## config.mk

```make
export PLATFORM = sky130hd
export DESIGN_NAME = spi_reg_writer
export DESIGN_NICKNAME = d
export VERILOG_FILES = /design/src/rtl/tone_gen_pkg.sv /design/src/rtl/bit_sync.sv /design/src/rtl/spi_reg_writer.sv
export SDC_FILE = /design/constraint.sdc
export NUM_CORES = 1
export LEC_CHECK = 0
export CAP_MARGIN = 40
export CORE_MARGIN = 5
export CORE_UTILIZATION = 50
export CTS_BUF_LIST = sky130_fd_sc_hd__clkbuf_2 sky130_fd_sc_hd__clkbuf_4 sky130_fd_sc_hd__clkbuf_8
export DETAILED_ROUTE_END_ITERATION = 12
export PLACE_DENSITY = 0.76
export RECOVER_POWER = 50
export REMOVE_ABC_BUFFERS = 1
export SETUP_SLACK_MARGIN = 0.3
export SKIP_CTS_REPAIR_TIMING = 1
export SLEW_MARGIN = 40
export SYNTH_ARGS = -nofsm -noshare
export SYNTH_HDL_FRONTEND = slang
export SYNTH_SLANG_ARGS = --single-unit
```

## constraint.sdc

```tcl
create_clock -name clk_in -period 2.15 [get_ports clk_in]
set_clock_uncertainty 0.05 [all_clocks]
set_input_delay 0.215 -clock clk_in [delete_from_list [all_inputs] [get_ports clk_in]]
set_output_delay 0.215 -clock clk_in [all_outputs]
set_load 0.02 [all_outputs]
```

## src/rtl/tone_gen_pkg.sv

```systemverilog
// Shared widths, address map and write-front-end FSM encoding for the tone generator.
// The StEnd state exists only when SPI_FRAME_CHECK_EN is defined.
package tone_gen_pkg;

    localparam int ADDR_W     = 4;
    localparam int DATA_W     = 16;
    localparam int FRAME_BITS = ADDR_W + DATA_W;
    localparam int CNT_W      = $clog2(FRAME_BITS + 1);

    localparam logic [ADDR_W-1:0] REG_INCR_BASE = 4'h0;
    localparam logic [ADDR_W-1:0] REG_VOL_BASE  = 4'h4;
    localparam logic [ADDR_W-1:0] REG_WAVE      = 4'h8;

    typedef enum logic [2:0] {
        StIdle   = 3'd0,
        StShift  = 3'd1,
        StCommit = 3'd2,
        StDrain  = 3'd3
`ifdef SPI_FRAME_CHECK_EN
        , StEnd  = 3'd4
`endif
    } wr_state_e;

endpackage

```

## src/rtl/bit_sync.sv

```systemverilog
// Multi-flop synchroniser for one asynchronous input bit, with a selectable reset value.
module bit_sync #(
    parameter int unsigned SYNC_STAGES = 2,
    parameter logic        RESET_VAL   = 1'b0
) (
    input  logic clk,
    input  logic rst_n,
    input  logic d,
    output logic q
);

    logic [SYNC_STAGES-1:0] sync_q;

    always_ff @(posedge clk or negedge rst_n) begin
        if (!rst_n) begin
            sync_q <= {SYNC_STAGES{RESET_VAL}};
        end else begin
            sync_q <= {sync_q[SYNC_STAGES-2:0], d};
        end
    end

    assign q = sync_q[SYNC_STAGES-1];

endmodule

```

## src/rtl/spi_reg_writer.sv

```systemverilog
// SPI mode-0 write-frame receiver issuing single-cycle register writes to the tone core.
// Define SPI_FRAME_CHECK_EN to defer commit to CS release and flag malformed frames.
module spi_reg_writer
    import tone_gen_pkg::*;
#(
    parameter int unsigned SYNC_STAGES = 2
) (
    input  logic              clk_in,
    input  logic              reset_n_in,
    input  logic              spi_sck_in,
    input  logic              spi_cs_n_in,
    input  logic              spi_mosi_in,
    output logic [ADDR_W-1:0] addr_out,
    output logic [DATA_W-1:0] data_out,
    output logic              data_valid_out,
    output logic              frame_err_out
);

    logic sck_s, cs_s, mosi_s;
    logic sck_prev_q, cs_prev_q;
    logic sck_rise, cs_rise, cs_fall;

    // CS resets to asserted so a frame already running at reset release is never started.
    bit_sync #(.SYNC_STAGES(SYNC_STAGES), .RESET_VAL(1'b0)) u_sync_sck (
        .clk(clk_in), .rst_n(reset_n_in), .d(spi_sck_in), .q(sck_s)
    );
    bit_sync #(.SYNC_STAGES(SYNC_STAGES), .RESET_VAL(1'b0)) u_sync_cs (
        .clk(clk_in), .rst_n(reset_n_in), .d(spi_cs_n_in), .q(cs_s)
    );
    bit_sync #(.SYNC_STAGES(SYNC_STAGES), .RESET_VAL(1'b0)) u_sync_mosi (
        .clk(clk_in), .rst_n(reset_n_in), .d(spi_mosi_in), .q(mosi_s)
    );

    assign sck_rise = sck_s & ~sck_prev_q;
    assign cs_rise  = cs_s & ~cs_prev_q;
    assign cs_fall  = ~cs_s & cs_prev_q;

    wr_state_e              state_q, state_d;
    logic [CNT_W-1:0]       bit_cnt_q, bit_cnt_d, cnt_inc;
    logic [FRAME_BITS-1:0]  shift_q, shift_d;
    logic [ADDR_W-1:0]      addr_q, addr_d;
    logic [DATA_W-1:0]      data_q, data_d;
    logic                   valid_q, valid_d;
`ifdef SPI_FRAME_CHECK_EN
    logic                   overrun_q, overrun_d;
    logic                   err_q, err_d;
`endif

    assign cnt_inc = bit_cnt_q + CNT_W'(1);

    always_ff @(posedge clk_in or negedge reset_n_in) begin
        if (!reset_n_in) begin
            sck_prev_q <= 1'b0;
            cs_prev_q  <= 1'b0;
            state_q    <= StIdle;
            bit_cnt_q  <= '0;
            shift_q    <= '0;
            addr_q     <= '0;
            data_q     <= '0;
            valid_q    <= 1'b0;
`ifdef SPI_FRAME_CHECK_EN
            overrun_q  <= 1'b0;
            err_q      <= 1'b0;
`endif
        end else begin
            sck_prev_q <= sck_s;
            cs_prev_q  <= cs_s;
            state_q    <= state_d;
            bit_cnt_q  <= bit_cnt_d;
            shift_q    <= shift_d;
            addr_q     <= addr_d;
            data_q     <= data_d;
            valid_q    <= valid_d;
`ifdef SPI_FRAME_CHECK_EN
            overrun_q  <= overrun_d;
            err_q      <= err_d;
`endif
        end
    end

    always_comb begin
        state_d   = state_q;
        bit_cnt_d = bit_cnt_q;
        shift_d   = shift_q;
        addr_d    = addr_q;
        data_d    = data_q;
        valid_d   = 1'b0;
`ifdef SPI_FRAME_CHECK_EN
        overrun_d = overrun_q;
        err_d     = 1'b0;
`endif
        case (state_q)
            StIdle: begin
                if (cs_fall) begin
                    bit_cnt_d = '0;
                    shift_d   = '0;
                    state_d   = StShift;
                end
            end
            StShift: begin
                if (sck_rise) begin
                    shift_d   = {shift_q[FRAME_BITS-2:0], mosi_s};
                    bit_cnt_d = cnt_inc;
                end
                // SCK is handled before CS, so a final bit coinciding with CS release counts.
                if (sck_rise && (cnt_inc == CNT_W'(FRAME_BITS))) begin
`ifdef SPI_FRAME_CHECK_EN
                    overrun_d = 1'b0;
                    state_d   = cs_rise ? StCommit : StEnd;
`else
                    state_d   = StCommit;
`endif
                end else if (cs_rise) begin
                    state_d = StIdle;
`ifdef SPI_FRAME_CHECK_EN
                    err_d   = (bit_cnt_d != '0);
`endif
                end
            end
            StCommit: begin
                addr_d  = shift_q[FRAME_BITS-1 -: ADDR_W];
                data_d  = shift_q[DATA_W-1:0];
                valid_d = 1'b1;
`ifdef SPI_FRAME_CHECK_EN
                state_d = StIdle;
`else
                state_d = StDrain;
`endif
            end
            StDrain: begin
                // Level test also covers a CS release that coincided with the final bit.
                if (cs_s) begin
                    state_d = StIdle;
                end
            end
`ifdef SPI_FRAME_CHECK_EN
            StEnd: begin
                if (sck_rise) begin
                    overrun_d = 1'b1;
                end
                if (cs_rise) begin
                    if (overrun_q || sck_rise) begin
                        err_d   = 1'b1;
                        state_d = StIdle;
                    end else begin
                        state_d = StCommit;
                    end
                end
            end
`endif
            default: state_d = StIdle;
        endcase
    end

    assign addr_out       = addr_q;
    assign data_out       = data_q;
    assign data_valid_out = valid_q;
`ifdef SPI_FRAME_CHECK_EN
    assign frame_err_out  = err_q;
`else
    assign frame_err_out  = 1'b0;
`endif

endmodule

```

---- Word-level counts from Yosys, hierarchy flattened ----
Index checks and enable logic that the tools add are counted.
storage, ports and cells
  bits in registers ....................... 57
  memories kept ........................... 0
  input bits .............................. 5
  memory bits (read-only) ................. 0
  bits in latches ......................... 0
  memory bits (writable) .................. 0
  logic and storage cells ................. 43
operators by class
  add/subtract/negate cells ............... 1
  equal/unequal tests ..................... 8
  muxes and demuxes ....................... 12
  bitwise operators ....................... 6
  div/mod/pow operators ................... 0
  reductions and logical operators ........ 5
  $lt $le $gt $ge ......................... 0
  shift operators ......................... 0
  multipliers ............................. 0
operators by type and width
  kind                                                                     number
  20-bit 2-to-1 mux                                                        2
  20-bit one-hot mux with 2 select lines                                   1
  3-bit 2-to-1 mux                                                         4
  3-bit one-hot mux with 4 select lines                                    1
  5-bit 2-to-1 mux                                                         2
  5-bit one-hot mux with 2 select lines                                    1
  3-bit by 2-bit == test with 1-bit output, second input constant          2
  3-bit AND reduction                                                      2
  5-bit by 1-bit adder with 5-bit output, second input constant            1
  5-bit == test, second input constant                                     1
  2-bit inequality test, second input constant                             2
  1-bit bitwise AND                                                        3
  3-bit by 1-bit == test with 1-bit output, second input constant          1
  3-bit zero test                                                          1
  3-bit inequality test, second input constant                             1
  1-bit inverter                                                           3
  2-bit by 1-bit inequality test with 1-bit output, second input constant  1
  2-bit nonzero test                                                       1
  1-bit logical AND                                                        1
  1-bit 2-to-1 mux                                                         1

---- Longest topological paths before layout ----
Gate-level depths: netlist of the first run.
  depth in word-level cells ............... 5
  mapped depth ............................ 5
  mapped depth without buffers ............ 4

---- Hierarchy ----
Synthesis of the first run repeated with hierarchy kept, for this count alone.
unflattened totals
  cell total of the unflattened synthesis .. 137
  area total of the unflattened synthesis .. 2105.8 sq um
modules (own cells, without submodules)
  module          times used  cells an instance  area each (sq um)
  spi_reg_writer  1           131                1955.6
  bit_sync        3           2                  50.0

---- Worst setup path before layout of the first run ----
Ideal clock, no wire load.
  path kind ............................... register to register
  start point ............................. reg state_q[0]
  end point ............................... reg bit_cnt_q[2]
  required time ........................... 1.974 ns
  arrival ................................. 1.364 ns
  library setup time ...................... 0.126 ns
  stages on the path, launching flop included .. 4
  slack ................................... 0.610 ns
  path through ............................ dfrtp_1 > or3b_4 > a21o_1 > a221o_1
between the ends
  word-level cells in the longest chain between the ends .. 3
  elaborated cells between the ends (all ways) .. 7
ends and longest elaborated chain
  item                                                                          line                  RTL
  start: declaration                                                            spi_reg_writer.sv:38  wr_state_e state_q, state_d;
  start signal: assignment                                                      spi_reg_writer.sv:55  state_q <= StIdle;
  start signal: assignment                                                      spi_reg_writer.sv:68  state_q <= state_d;
  3-bit by 1-bit == test with 1-bit output or 3-bit zero test (tied branches)   spi_reg_writer.sv:92  case (state_q)
  2-bit inequality test (no source line) or 2-bit nonzero test (tied branches)  --
  3-bit AND reduction (no source line)                                          --
  end signal: assignment                                                        spi_reg_writer.sv:69  bit_cnt_q <= bit_cnt_d;
  end: declaration                                                              spi_reg_writer.sv:39  logic [CNT_W-1:0] bit_cnt_q, bit_cnt_d, cnt_inc;
Several ways; a longest one is shown, not always the timed one.
A chain may end at the register's enable or synchronous reset.

---- Worst setup path after layout of the first run ----
  start point ............................. reg state_q[0]
  end point ............................... reg data_q[5], in the netlist data_out[5]
between the ends
  word-level cells in the longest chain between the ends .. 1
ends and longest elaborated chain
  item                                      line                  RTL
  3-bit by 2-bit == test with 1-bit output  spi_reg_writer.sv:92
  end signal: assignment                    spi_reg_writer.sv:72  data_q <= data_d;
  end: declaration                          spi_reg_writer.sv:42  logic [DATA_W-1:0] data_q, data_d;
Every way passes these cells.

==> impl_metrics.json, run 1 <==
{
  "gp_congestion": 0.743,
  "regToRegEndpoint": "data_out[5]",
  "vdd_drop_max_mv": 0.457,
  "drc_errors": 0,
  "clk_pin_slew_ps": 100,
  "cp_slowest_stage_delay_ps": 510,
  "detailedPlace.worstSlack_ps": 477,
  "r2r_slack_ps": 480,
  "synth_top_family_by_area": "simple AND/OR/NAND/NOR gates",
  "wire_per_inst_um": 13.5,
  "hold_path.class": "flop to flop",
  "worstRegToRegCells": 3,
  "finish.net_count": 226,
  "synth_fa_ha_area_frac": 0.0112,
  "max_slew_margin": 0.498,
  "ys_ff_latch": 56,
  "worstMarginPinSlew_ps": 753,
  "synthCells": 191,
  "async_flop_share": 1.00,
  "final_common_cell": "dfrtp_1",
  "critical_path_class": "flop to flop",
  "layout_setup_ws_ps": 482,
  "muxShareOfSynthArea": 0.0956,
  "slowest_stage": "nand2b_1",
  "crit_buf_inv": 1,
  "arrival_ps": 1820,
  "totalWireLength_um": 3690,
  "rr_startpoint": "state_q[0]",
  "core-area_um2": 4350,
  "synth_compound_area_frac": 0.0861,
  "vias_per_cell": 4.99,
  "period_share": 0.776,
  "whs_ps": 304,
  "cts_tree": "built",
  "yosysSeqAreaShare": 0.626,
  "min_from": "u_sync_mosi.sync_q[0]",
  "worstPathRequired_ps": 2300,
  "drtIter0Drc": 45,
  "die_w_um": 76.9,
  "p_total_mw": 1.94,
  "hold_end": "u_sync_mosi.sync_q[1]",
  "max_clock_freq_mhz": 600,
  "ys_types": 36,
  "synth-xor-area-share": 0.0117,
  "cap_violations": 0,
  "die_h_um": 76.9,
  "p_leak_nw": 1.17,
  "ys_warn_count": 0,
  "cts-root-buf": "clkbuf_8",
  "final_cell_mix": "56 x dfrtp_1, 34 x nand2_1, 21 x clkdlybuf4s50_1",
  "detail-route-antenna-nets": 0,
  "via_count": 1356,
  "period_minus_slack_ps": 1670,
  "rsz0062_at_grt": "no",
  "cts_sinks": 56,
  "synthSimpleGateAreaFrac": 0.107,
  "start_util": 0.514,
  "syn2layout_area_growth_pct": 17.4,
  "min_path_cells": 0,
  "globalRouteTotalUtil": 0.142,
  "drtPass1Iterations": 4,
  "antenna_found_initial": 0,
  "worstPathCellList": "nand2b_1 > buf_12 > o21ai_0",
  "cts_inserted_buffers": 5,
  "diodes": 0,
  "worstSkewPairLatency_ps": 300,
  "tns_ps": 0,
  "post_dp_cell_area_um2": 2540,
  "numPortBuffers": 25,
  "rows": 24,
  "cts_buffer_depth": 2,
  "layout-drive-gt1-share": 0.0727,
  "path_delay_family": "simple AND/OR/NAND/NOR gates",
  "status": "finished clean",
  "synthesis.area_um2": 2240,
  "synth-main-ff-cell": "dfrtp_1",
  "pin_count": 27,
  "fin_area_um2": 2630,
  "die_area_um2": 5910,
  "dp_hpwl_um": 2570,
  "avgSynthCellArea_um2": 11.7,
  "report.final.slew_viol_count": 0,
  "endpoint_kind": "flop",
  "power_density_nw_per_um2": 738,
  "grt_pass1_vias": 1405,
  "grt_pass1_wl_um": 6730,
  "start_kind": "flop",
  "hold_violations": 0,
  "synth-edff-count": 0,
  "overflow": 0,
  "grt_max_degree": 30,
  "htreeDepth": 2,
  "setup_violations": 0,
  "crit_fanout": 23
}
-- layer usage --
| layer | track usage | routed length, um | up-vias |
|---|---|---|---|
| li1 | - | - | 683 |
| met1 | 0.188 | 1750 | 646 |
| met2 | 0.223 | 1760 | 25 |
| met3 | 0.0351 | 133 | 2 |
| met4 | 0.0577 | 47 | 0 |
| met5 | 0 | 0 | - |
-- area by class of cell --
class,instances,area [um^2]
tap,52,65.1
clock inverter,2,16.3
clock buffer,6,76.3
fill,350,1730
multi-input combinational,107,702
inverter,19,71.3
timing repair buffer,30,295
sequential,56,1400
-- where the power goes --
part / internal, mW / switching (mW) / total (mW) / leakage, nW
Sequential: 1.10 / 0.0503 / 1.15 / 0.757
Clock: 0.245 / 0.328 / 0.573 / 0.0448
Combinational: 0.0939 / 0.119 / 0.213 / 0.370
Total: 1.44 / 0.497 / 1.94 / 1.17
-- sequential cells by signal, summed over array words and instances (netlist names), 2 cells and up --
register,cells
bit_cnt_q,5
u_sync_mosi.sync_q,2
shift_q,20
addr_out,4
u_sync_cs.sync_q,2
state_q,2
u_sync_sck.sync_q,2
data_out,16
-- cells in the mapped netlist, types with 2 or more instances --
| cell | number | area, um^2 |
|---|---|---|
| clkbuf_1 | 4 | 15.0 |
| nand3_1 | 2 | 10.0 |
| xnor2_1 | 2 | 17.5 |
| nor2b_1 | 3 | 18.8 |
| nor2_1 | 2 | 7.51 |
| o21ai_1 | 3 | 15.0 |
| mux2_1 | 3 | 33.8 |
| mux2i_1 | 18 | 180 |
| nand2_1 | 34 | 128 |
| nand3b_1 | 2 | 15.0 |
| ha_1 | 2 | 25.0 |
| a22o_1 | 5 | 43.8 |
| inv_1 | 19 | 71.3 |
| o21ai_0 | 15 | 75.1 |
| dfrtp_1 | 56 | 1400 |
-- worst reg2reg max path: stages, from the launching register on --
cell      delay [ps]
dfrtp_1          440
nand2b_1         520
buf_12           330
o21ai_0          230
-- worst max-delay path by stage --
stage	from	end	slack [ps]	cells past startpoint
global route	reset_n_in	data_out[15]	210	3
finish	state_q[0]	data_out[5]	480	3
CTS	state_q[0]	data_out[5]	430	3
global placement	state_q[0]	shift_q[5]	540	4
floorplan	state_q[0]	shift_q[0]	170	3
detailed placement	state_q[0]	shift_q[2]	480	4
-- cells by family after synthesis --
logic type / after synthesis
XOR/XNOR: 3
buffers and inverters: 28
flip-flops: 56
AND/OR/NAND/NOR: 50
other: 1
adder cells (fa/ha/maj): 2
multiplexers: 21
AO/OA/AOI/OAI: 30
-- metrics by stage --
| stage | util | cells |
|---|---|---|
| after global placement | 0.583 | 263 |
| final | 0.603 | 272 |
| after floorplan | - | 182 |
| after CTS | 0.605 | 271 |
| after global routing | 0.603 | 272 |
| after detailed placement | 0.583 | 263 |
(Power assumes the default switching activity.)
==> inputs of run 2 (changes only) <==
- clock period: 2.15 -> 1.7 ns (I/O delays scaled with it)
==> run 2 against run 1 <==
  * Die area stayed put
  * Worst setup slack worse by 330 ps
  * Fmax rose by 7.8%
  * Utilization is 2.7 points higher
  * Non-clock buffer count increased by 6
  * Largest power group unchanged
  * Total power rose by 30%
  * Sequential cell count is the same
  * First-iteration DRC count is 140% higher
  * Count of clock-buffer cells in the layout is 1 higher
==> impl_metrics.json, run 2 (synthesized netlist as in run 1, its figures left out) <==
{
  "final_util": 0.631,
  "r2r_slack_ps": 150,
  "hold_end": "u_sync_mosi.sync_q[1]",
  "cap_violations": 0,
  "regMostFlops": "shift_q",
  "slowest_stage": "dfrtp_1",
  "start_util": 0.514,
  "post_dp_cell_area_um2": 2560,
  "endpoint_kind": "flop",
  "setup_violations": 0,
  "gp_congestion": 0.738,
  "hold_violations": 0,
  "via_count": 1410,
  "grt_pass1_wl_um": 6640,
  "drc_errors": 0,
  "wire_per_inst_um": 14.0,
  "max_slew_margin": 0.521,
  "power_density_nw_per_um2": 921,
  "worstRegToRegCells": 3,
  "cts-root-buf": "clkbuf_8",
  "period_share": 0.910,
  "status": "finished clean",
  "cp_slowest_stage_delay_ps": 410,
  "detail-route-antenna-nets": 0,
  "clk_pin_slew_ps": 90,
  "cts_sinks": 56,
  "antenna_found_initial": 0,
  "min_path_cells": 0,
  "htreeDepth": 2,
  "final_common_cell": "dfrtp_1",
  "worstMarginPinSlew_ps": 719,
  "hold_path.class": "flop to flop",
  "min_from": "u_sync_mosi.sync_q[0]",
  "rows": 24,
  "totalWireLength_um": 3890,
  "regArea_um2": 1400,
  "final_cell_mix": "56 x dfrtp_1, 34 x nand2_1, 19 x inv_1, 19 x dlymetal6s2s_1, 18 x mux2i_1",
  "cts_inserted_buffers": 5,
  "crit_buf_inv": 0,
  "cp-startpoint": "u_sync_cs.sync_q[1]",
  "grt_max_degree": 57,
  "vdd_drop_max_mv": 0.744,
  "rr_startpoint": "u_sync_cs.sync_q[1]",
  "tns_ps": 0,
  "p_leak_nw": 1.56,
  "path_delay_family": "compound AO/OA/AOI/OAI gates",
  "worstPathRequired_ps": 1840,
  "report.final.slew_viol_count": 0,
  "globalRouteTotalUtil": 0.139,
  "critical_path_class": "flop to flop",
  "diodes": 0,
  "numPortBuffers": 25,
  "regToRegEndpoint": "bit_cnt_q[2]",
  "die_w_um": 76.9,
  "start_kind": "flop",
  "die_area_um2": 5910,
  "finish.net_count": 232,
  "core-area_um2": 4350,
  "cts_buffer_depth": 2,
  "placed_cells": 266,
  "largest_register_ffs": 20,
  "p_total_mw": 2.53,
  "num-fill-cells": 338,
  "dp_hpwl_um": 2490,
  "drtPass1Iterations": 4,
  "vias_per_cell": 5.07,
  "drtIter0Drc": 108,
  "layout-drive-gt1-share": 0.124,
  "rsz0062_at_grt": "yes",
  "fin_area_um2": 2750,
  "max_clock_freq_mhz": 646,
  "fin_cells": 278,
  "grt_pass1_vias": 1416,
  "worstPathCellList": "or3b_4 > a21o_4 > a221o_1",
  "pin_count": 27,
  "worstSkewPairLatency_ps": 300,
  "die_h_um": 76.9,
  "overflow": 0,
  "multi_input_comb_area_um2": 734,
  "syn2layout_area_growth_pct": 22.8,
  "cts_tree": "built",
  "arrival_ps": 1690,
  "crit_fanout": 5,
  "period_minus_slack_ps": 1550
}
run 2: metal layers:
| metal | GRT usage | up-vias | routed length (um) |
|---|---|---|---|
| met4 | 0.0524 | 0 | 51 |
| met3 | 0.0304 | 4 | 83 |
| li1 | - | 693 | - |
| met1 | 0.179 | 694 | 1780 |
| met2 | 0.230 | 19 | 1970 |
| met5 | 0 | - | 0 |
run 2: worst max-delay path by stage:
stage / end / slack [ps] / cells past startpoint
after global routing: bit_cnt_q[2] / 110 / 3
after global placement: bit_cnt_q[2] / 160 / 3
after CTS: bit_cnt_q[2] / 110 / 3
after detailed placement: bit_cnt_q[2] / 110 / 3
final: bit_cnt_q[2] / 150 / 3
after floorplan: shift_q[0] / -280 / 3
run 2: final cells by class:
class	instances	area share
Sequential cell	56	0.510
Multi-Input combinational cell	107	0.267
Clock buffer	7	0.0305
Clock inverter	1	0.00319
Timing Repair Buffer	36	0.139
Inverter	19	0.0260
Tap cell	52	0.0237
run 2: report_power, final:
| part | switching [mW] | internal (mW) |
|---|---|---|
| combinational | 0.174 | 0.164 |
| sequential | 0.0622 | 1.39 |
| clock | 0.408 | 0.327 |
| total | 0.645 | 1.88 |
run 2: metrics by stage:
step / setup WS, ps / hold WS, ps
finish: 153 / 305
global route: 113 / 321
CTS: 114 / -192
detailed placement: 114 / 139
global placement: 164 / 137
floorplan: -279 / -176
run 2: worst register-to-register path: cells and delay by family, from the launching register on:
kind / cells / cell delay (ps)
compound gates: 2 / 570
simple gates: 1 / 400
flops: 1 / 410
==> inputs of run 3 (changes only) <==
- CORE_UTILIZATION: 50 -> 45
- PLACE_DENSITY: 0.76 -> 0.7
- clock period: 1.7 -> 1.8 ns (I/O delays scaled with it)
==> run 3 against run 2 <==
  * Utilization down 5.6 points
  * Die area up 9.6%
  * Non-clock buffer count down 1
  * Total power down 2.1%
  * Via count about the same
  * Critical path depth up 1
  * Sequential power down 5%
  * Worst setup slack better by 54 ps
  * Clock power up 9.6%
  * Critical path type unchanged
  * Largest cell class unchanged
==> impl_metrics.json, run 3 (synthesized netlist as in run 1, its figures left out) <==
{
  "status": "finished clean",
  "final_common_cell": "dfrtp_1",
  "detail-route-antenna-nets": 0,
  "critical_path_class": "flop to flop",
  "endpoint_kind": "flop",
  "rows": 25,
  "rr_startpoint": "state_q[0]",
  "cts_inserted_buffers": 5,
  "core-area_um2": 4790,
  "max_slew_margin": 0.514,
  "layout-drive-gt1-share": 0.102,
  "regMostFlops": "shift_q",
  "gp_congestion": 0.772,
  "layout_setup_ws_ps": 207,
  "setup_violations": 0,
  "cap_violations": 0,
  "wire_per_inst_um": 13.3,
  "numPortBuffers": 25,
  "start_kind": "flop",
  "antenna_found_initial": 0,
  "hold_violations": 0,
  "max_clock_freq_mhz": 628,
  "hold_end": "u_sync_sck.sync_q[1]",
  "cp_slowest_stage_delay_ps": 450,
  "drtIter0Drc": 67,
  "period_share": 0.885,
  "totalWireLength_um": 3890,
  "globalRouteTotalUtil": 0.137,
  "pwr-share-seq": 0.557,
  "dp_hpwl_um": 2620,
  "slowest_stage": "dfrtp_2",
  "start_util": 0.467,
  "via_count": 1411,
  "worstMarginPinSlew_ps": 729,
  "min_path_cells": 0,
  "drc_errors": 0,
  "swShare": 0.240,
  "min_from": "u_sync_sck.sync_q[0]",
  "cts_tree": "built",
  "grt_max_degree": 57,
  "vdd_drop_max_mv": 0.495,
  "crit_buf_inv": 1,
  "arrival_ps": 1730,
  "p_clk_frac": 0.326,
  "diodes": 0,
  "combPwrFrac": 0.117,
  "largest_register_ffs": 20,
  "rsz0062_at_grt": "yes",
  "placed_cells": 281,
  "crit_fanout": 8,
  "cts_sinks": 56,
  "grt_pass1_vias": 1502,
  "syn2layout_area_growth_pct": 23.0,
  "fin_cells": 292,
  "r2r_slack_ps": 210,
  "die_area_um2": 6480,
  "clk_pin_slew_ps": 90,
  "worstRegToRegCells": 4,
  "vias_per_cell": 4.83,
  "power_density_nw_per_um2": 900,
  "period_minus_slack_ps": 1590,
  "grt_pass1_wl_um": 6820,
  "finish.net_count": 231,
  "pin_count": 27,
  "final_cell_mix": "55 x dfrtp_1, 34 x nand2_1, 19 x inv_1, 19 x dlymetal6s2s_1, 18 x mux2i_1",
  "overflow": 0,
  "cts-root-buf": "clkbuf_8",
  "power.internal_mw": 1.88,
  "regToRegEndpoint": "bit_cnt_q[1]",
  "die_w_um": 80.5,
  "report.final.slew_viol_count": 0,
  "cts_buffer_depth": 2,
  "path_delay_family": "flip-flops",
  "worstSkewPairLatency_ps": 300,
  "netSwitchingPower_uw": 594,
  "worstPathRequired_ps": 1940,
  "cp-startpoint": "state_q[0]",
  "hold_path.class": "flop to flop",
  "detailedPlace.worstSlack_ps": 186,
  "drtPass1Iterations": 4,
  "worstPathCellList": "or3b_4 > a21o_4 > buf_4 > a22o_1",
  "p_total_mw": 2.48,
  "die_h_um": 80.5,
  "htreeDepth": 2,
  "p_leak_nw": 1.56
}
## run 3: cell count changes in the layout (fill, tap and decap cells not counted), sizes merged
cell    change
bufinv      +1
clkbuf      -1
buf         -1
## run 3: worst register-to-register path: cells and delay by family, from the launching register on
kind / cells / cell delay [ps]
AO/OA/AOI/OAI: 2 / 430
buffers and inverters: 1 / 140
flip-flops: 1 / 450
AND/OR/NAND/NOR: 1 / 410
## run 3: metal layers
| layer | up-vias | GRT usage | share of wire |
|---|---|---|---|
| met1 | 689 | 0.172 | 0.46 |
| met5 | - | 0 | 0 |
| met4 | 0 | 0.0625 | 0.018 |
| met3 | 7 | 0.0303 | 0.030 |
| met2 | 23 | 0.224 | 0.49 |
| li1 | 692 | - | - |
## run 3: worst max-delay path by stage
stage                   endpoint  slack [ps]  cells past startpoint
finish              bit_cnt_q[1]         210                      4
global placement    bit_cnt_q[2]         210                      3
CTS                 bit_cnt_q[2]         170                      3
global route          shift_q[8]         160                      4
floorplan             shift_q[0]        -180                      3
detailed placement  bit_cnt_q[2]         190                      3
## run 3: layout make-up
class | count | area, um^2
fill | 405 | 2030
inverter | 19 | 71.3
timing repair buffer | 35 | 365
clock buffer | 6 | 76.3
clock inverter | 2 | 35.0
multi-input combinational | 107 | 717
sequential | 56 | 1400
tap | 67 | 83.8
## run 3: through the flow
step | area, um^2 | hold WS (ps) | setup TNS, ps | util
floorplan | 2170 | -166 | -3210 | -
global placement | 2570 | 152 | 0 | 0.537
detailed placement | 2570 | 150 | 0 | 0.537
CTS | 2680 | -188 | 0 | 0.560
global route | 2750 | 326 | 0 | 0.575
finish | 2750 | 303 | 0 | 0.575
## run 3: power by group through the flow
stage / combinational, mW / sequential, mW / clock, mW
6_report: 0.289 / 1.38 / 0.807
5_1_grt: 0.322 / 1.39 / 0.885
4_1_cts: 0.281 / 1.38 / 0.837
3_5_place_dp: 0.278 / 1.40 / 0
3_3_place_gp: 0.270 / 1.40 / 0
2_1_floorplan: 0.180 / 1.39 / 0
